`config.mk`:
```
export PLATFORM = sky130hd
export DESIGN_NAME = bus_sram_ctrl
export DESIGN_NICKNAME = d
export VERILOG_FILES = /design/src/rtl/bus_sram_ctrl.sv
export SDC_FILE = /design/constraint.sdc
export NUM_CORES = 1
export LEC_CHECK = 0
export BUFFER_PORTS_ARGS = -buffer_cell sky130_fd_sc_hd__buf_2
export CORE_UTILIZATION = 40
export DETAILED_ROUTE_END_ITERATION = 10
export GPL_TIMING_DRIVEN = 0
export PLACE_DENSITY_LB_ADDON = 0.15
export SYNTH_ARGS = -nofsm -noshare
export SYNTH_HDL_FRONTEND = slang
export SYNTH_SLANG_ARGS = --single-unit
```
`constraint.sdc`:
```
create_clock -name clk -period 1.9 [get_ports clk]
set_input_delay 0 -clock clk [delete_from_list [all_inputs] [get_ports clk]]
set_output_delay 0 -clock clk [all_outputs]
set_load 0.05 [all_outputs]
```
`src/rtl/bus_sram_ctrl.sv`:
```
// Bus slave that turns level-held bus_read/bus_write requests into timed strobe
// sequences for a 32-bit asynchronous SRAM. Define SRAM_CTRL_POSTED_WRITE_EN to ack writes at once.
module bus_sram_ctrl #(
  parameter int ADDR_WIDTH = 20,
  parameter int RD_WAIT    = 1,
  parameter int WR_WAIT    = 1
) (
  input  logic                  clk,
  input  logic                  rst,
  input  logic [31:0]           bus_address,
  input  logic [3:0]            bus_byteenable,
  input  logic                  bus_read,
  input  logic                  bus_write,
  input  logic [31:0]           bus_wrdata,
  output logic [31:0]           bus_rddata,
  output logic                  bus_stall,
  output logic                  bus_ack,
  output logic [ADDR_WIDTH-1:0] sram_addr,
  output logic [31:0]           sram_data_o,
  output logic                  sram_data_oe,
  input  logic [31:0]           sram_data_i,
  output logic                  sram_ce_n,
  output logic                  sram_oe_n,
  output logic                  sram_we_n,
  output logic [3:0]            sram_be_n
);

  localparam int MAX_WAIT = (RD_WAIT > WR_WAIT) ? RD_WAIT : WR_WAIT;
  localparam int CW       = $clog2(MAX_WAIT + 1);
  localparam logic [CW-1:0] RD_LOAD = CW'(RD_WAIT);
  localparam logic [CW-1:0] WR_LOAD = CW'(WR_WAIT);

  typedef enum logic [1:0] {S_IDLE, S_READ, S_WRITE, S_DONE} state_t;

  state_t                r_state;
  state_t                w_next;
  logic [CW-1:0]         r_cnt;
  logic                  r_was_write;
  logic [ADDR_WIDTH-1:0] r_sram_addr;
  logic [31:0]           r_data_o;
  logic [31:0]           r_rddata;
  logic                  r_ce_n;
  logic                  r_oe_n;
  logic                  r_we_n;
  logic [3:0]            r_be_n;
  logic                  r_data_oe;

  logic w_req;
  logic w_last;
  logic w_ack;
  logic w_unused_addr_bits;

  assign w_req  = bus_read | bus_write;
  assign w_last = (r_cnt == CW'(1));
  assign w_unused_addr_bits = ^{bus_address[31:ADDR_WIDTH+2], bus_address[1:0]};

`ifdef SRAM_CTRL_POSTED_WRITE_EN
  // A write is taken and acked straight from IDLE; the DONE that follows it stays silent.
  assign w_ack = !rst && (((r_state == S_DONE) && !r_was_write) ||
                          ((r_state == S_IDLE) && bus_write));
`else
  assign w_ack = !rst && (r_state == S_DONE);
`endif

  assign bus_ack   = w_ack;
  assign bus_stall = w_req && !w_ack;

  always_comb begin
    // NOTE: default first, so every path through the case assigns w_next and no latch is inferred.
    w_next = r_state;
    case (r_state)
      S_IDLE: begin
        if (bus_write)     w_next = S_WRITE;
        else if (bus_read) w_next = S_READ;
      end
      S_READ:  if (w_last) w_next = S_DONE;
      S_WRITE: if (w_last) w_next = S_DONE;
      S_DONE:  w_next = S_IDLE;
      default: w_next = S_IDLE;
    endcase
  end

  always_ff @(posedge clk) begin
    if (rst) begin
      r_state     <= S_IDLE;
      r_cnt       <= '0;
      r_was_write <= 1'b0;
      r_sram_addr <= '0;
      r_data_o    <= '0;
      r_rddata    <= '0;
      r_ce_n      <= 1'b1;
      r_oe_n      <= 1'b1;
      r_we_n      <= 1'b1;
      r_be_n      <= 4'hF;
      r_data_oe   <= 1'b0;
    end else begin
      // NOTE: non-blocking assignments throughout; strobes are registered from w_next so
      // they change on the same edge as the state and never glitch toward the SRAM.
      r_state   <= w_next;
      r_ce_n    <= !((w_next == S_READ) || (w_next == S_WRITE));
      r_oe_n    <= (w_next != S_READ);
      r_we_n    <= (w_next != S_WRITE);
      r_data_oe <= (w_next == S_WRITE) || ((w_next == S_DONE) && r_was_write);

      if ((r_state == S_IDLE) && w_req) begin
        r_sram_addr <= bus_address[ADDR_WIDTH+1:2];
        r_data_o    <= bus_wrdata;
        r_be_n      <= bus_write ? ~bus_byteenable : 4'h0;
        r_was_write <= bus_write;
        r_cnt       <= bus_write ? WR_LOAD : RD_LOAD;
      end else if ((r_state == S_READ) || (r_state == S_WRITE)) begin
        r_cnt <= r_cnt - CW'(1);
        if (w_last) r_be_n <= 4'hF;
      end

      // Data is sampled on the edge that closes the OE window.
      if ((r_state == S_READ) && w_last) r_rddata <= sram_data_i;
    end
  end

  assign bus_rddata   = r_rddata;
  assign sram_addr    = r_sram_addr;
  assign sram_data_o  = r_data_o;
  assign sram_data_oe = r_data_oe;
  assign sram_ce_n    = r_ce_n;
  assign sram_oe_n    = r_oe_n;
  assign sram_we_n    = r_we_n;
  assign sram_be_n    = r_be_n;

endmodule

```
==> impl_metrics.yaml <==
global_routing:
  track_usage_pct: 22.24
  globalRoute.totalOverflow: 0
  grt_max_degree: 16
  grt_first_pass_wirelength_um: 15510
  antenna_found_initial: 0
  grt_pass1_vias: 3516
min_path:
  hp-start: "bus_wrdata[7]"
  hold_class: "primary input to flop"
place:
  io_buffers: 184
  post-dp-hpwl_um: 6732
  gp_congestion: 0.7698
timing:
  fmax_mhz: 577.8
  finalHoldViolations: 0
  rsz0062_at_grt: "no"
  worst_pin_slew_ns: 0.4963
  min_period_ns: 1.731
  setup_violations: 0
  relSlewSlack_pct: 66.92
  finClkSkew_ns: 0.008440
  report.final.slew_viol_count: 0
  tns_ns: 0
  min_period_over_period_pct: 91.09
pwr:
  vdd_drop_max_mv: 0.8458
  p_leak_nw: 2.603
  p_comb_share_pct: 49.4
  p_int_mw: 3.994
  seqPwrFrac_pct: 35.2
  power_density_nw_per_um2: 1351
  p_switching_mw: 3.545
  power.share.clock_pct: 15.4
  switching_share_pct: 47.02
worst_setup_path:
  setup.worst_path.end_class: "flop"
  crit_path_max_fanout: 10
  cp-start-kind: "flop"
  r2r-start: "r_state[0]$_SDFF_PP0_"
  crit_start: "r_state[0]$_SDFF_PP0_"
  worstSetupPathType: "flop to flop"
  arrival_ns: 2.00
  critPathRequiredTime_ns: 2.17
clock_network:
  cts_buffers: 9
  cts_tree: "yes"
  cts_hold_buffers: 91
  htreeDepth: 3
  cts.clk_slew.worst_paths_ns: 0.09
  cts-root-buf: "clkbuf_8"
  post-cts-setup-buffer-count: 0
  clockBufferDepth: 2
  cts_resized: 0
  clock_latency_ns: 0.36
  numClockSinks: 96
layout:
  n_antenna_cell: 0
  nets: 820
  n_fill_cell: 706
  area_delta_synth_final_pct: 61.56
  drive_above_1_share_pct: 30.68
  final_core_util_pct: 67.22
drt:
  wl_um: 10460
  viasPerCell: 4.636
  antenna_left: 0
  first_pass_iters: 4
  drc: 0
  wl_per_cell_um: 12.72
  drt_first_iter_violations: 89
  vias: 3811
yosys:
  synth_seq_cells: 96
  syn-cell-area_um2: 3453
  yosysTopAreaCellShare_pct: 55.65
  async_flop_share_pct: 0
  synth-main-ff-cell: "dfxtp_1"
  synth_edf_count: 0
  ys_types: 22
  syn_inst: 427
  synthTopCellsByArea: "dfxtp_1 (56%), nand2_1 (19%), a21oi_1 (13%)"
  ys_warn_count: 0
  yosysTopAreaCell: "dfxtp_1"
  seq_area_frac_synth_pct: 55.65
  syn_area_per_cell_um2: 8.087
  syn_nets: 534
run_status:
  outcome: "completed"
floorplan:
  core_um2: 8299
  start_util_pct: 41.61
  dieWidth_um: 94.92
  num_rows: 33
  die_h_um: 94.92
  die_area_um2: 9009
  io_pins: 198
run:
  drv_cap: 0
## metrics by stage
| step | power (mW) | worst slack, ns | instance area (µm²) | cells | hold WS (ns) |
|---|---|---|---|---|---|
| finish | 7.540 | 0.1693 | 5579 | 822 | 0.4182 |
| floorplan | 5.415 | 0.1453 | 3453 | 427 | 0.09568 |
| detailed placement | 6.269 | 0.1955 | 4506 | 716 | 0.2450 |
| CTS | 7.580 | 0.1877 | 5579 | 822 | 0.3985 |
| global placement | 6.207 | 0.2212 | 4506 | 716 | 0.2354 |
| global route | 7.984 | 0.009887 | 5579 | 822 | 0.4176 |
## path summary, 6_finish.rpt
| check | end | slack (ns) | depth (start not counted) |
|---|---|---|---|
| worst max register to register | sram_data_o[16]$_SDFFE_PP0P_ | 0.17 | 7 |
| worst max-delay path | sram_data_o[16]$_SDFFE_PP0P_ | 0.17 | 7 |
| worst min register to register | bus_rddata[31]$_SDFFE_PP0P_ | 0.45 | 2 |
| worst min-delay path | sram_data_o[7]$_SDFFE_PP0P_ | 0.42 | 4 |
## worst max-delay path, stage by stage, from the launching register on
cell	delay, ns
dfxtp_1	0.43
inv_1	0.07
ha_1	0.23
buf_4	0.19
o21ai_2	0.15
buf_2	0.30
nand2_1	0.08
a21oi_1	0.20
## cell usage after synthesis (2+ instances only)
| cell type | n |
|---|---|
| a21oi_1 | 90 |
| a311o_1 | 4 |
| buf_2 | 11 |
| buf_4 | 5 |
| buf_6 | 2 |
| clkbuf_1 | 14 |
| dfxtp_1 | 96 |
| ha_1 | 3 |
| inv_1 | 6 |
| nand2_1 | 174 |
| nand2b_1 | 2 |
| nor2_1 | 8 |
| nor2b_1 | 2 |
| o21a_1 | 2 |
## power groups by stage
stage	clock network [mW]	logic, mW	registers, mW
3_5_place_dp	0	3.58	2.69
6_report	1.16	3.73	2.65
3_3_place_gp	0	3.53	2.67
4_1_cts	1.20	3.73	2.65
2_1_floorplan	0	1.38	4.03
5_1_grt	1.29	4.00	2.70
## cell usage in the layout, fill, tap and decap left out, types with 4 or more instances in the layout
cell           count
buf_2            195
a21oi_1           90
dfxtp_1           96
inv_1              6
nor2_1             8
clkinvlp_4         4
nand2_1          174
clkbuf_8           9
a311o_1            4
buf_4              5
clkbuf_1          15
dlygate4sd3_1     91
## area by class of cell
class	count	area, µm²	share of cell area, %
plain buffers	32	167.7	3.005
clock inverters	5	35.03	0.6279
flip-flops and latches	96	1922	34.45
well taps	105	131.4	2.355
multi-input cells	293	1341	24.04
inverters	6	22.52	0.4037
repair buffers	275	1832	32.83
clock buffers	10	127.6	2.288
## kinds of logic (layout without fill, tap and decap cells)
family / Yosys count / in the layout / share of synthesized area [%]
AND/OR/NAND/NOR: 188 / 188 / 21.09
multiplexers: 1 / 1 / 0.3261
buffers and inverters: 38 / 328 / 5.507
XOR/XNOR: 2 / 2 / 0.5073
flip-flops: 96 / 96 / 55.65
AO/OA/AOI/OAI: 99 / 99 / 15.83
adder cells (fa/ha/maj): 3 / 3 / 1.087
## sequential cells by signal (all words and copies together) (netlist names)
name          flops
bus_rddata       32
r_cnt             1
r_was_write       1
sram_ce_n         1
r_state           2
sram_addr        20
sram_data_o      32
sram_oe_n         1
sram_we_n         1
sram_be_n         4
sram_data_oe      1
## metal layers
layer	vias to the layer above	share of wire [%]	global-route usage, %
met3	13	6.6	5.233
met5	-	0	0
met1	1728	41	25.47
met2	130	50	39.75
li1	1940	-	-
met4	0	1.6	8.586
Power figures use the tool's default switching activity.
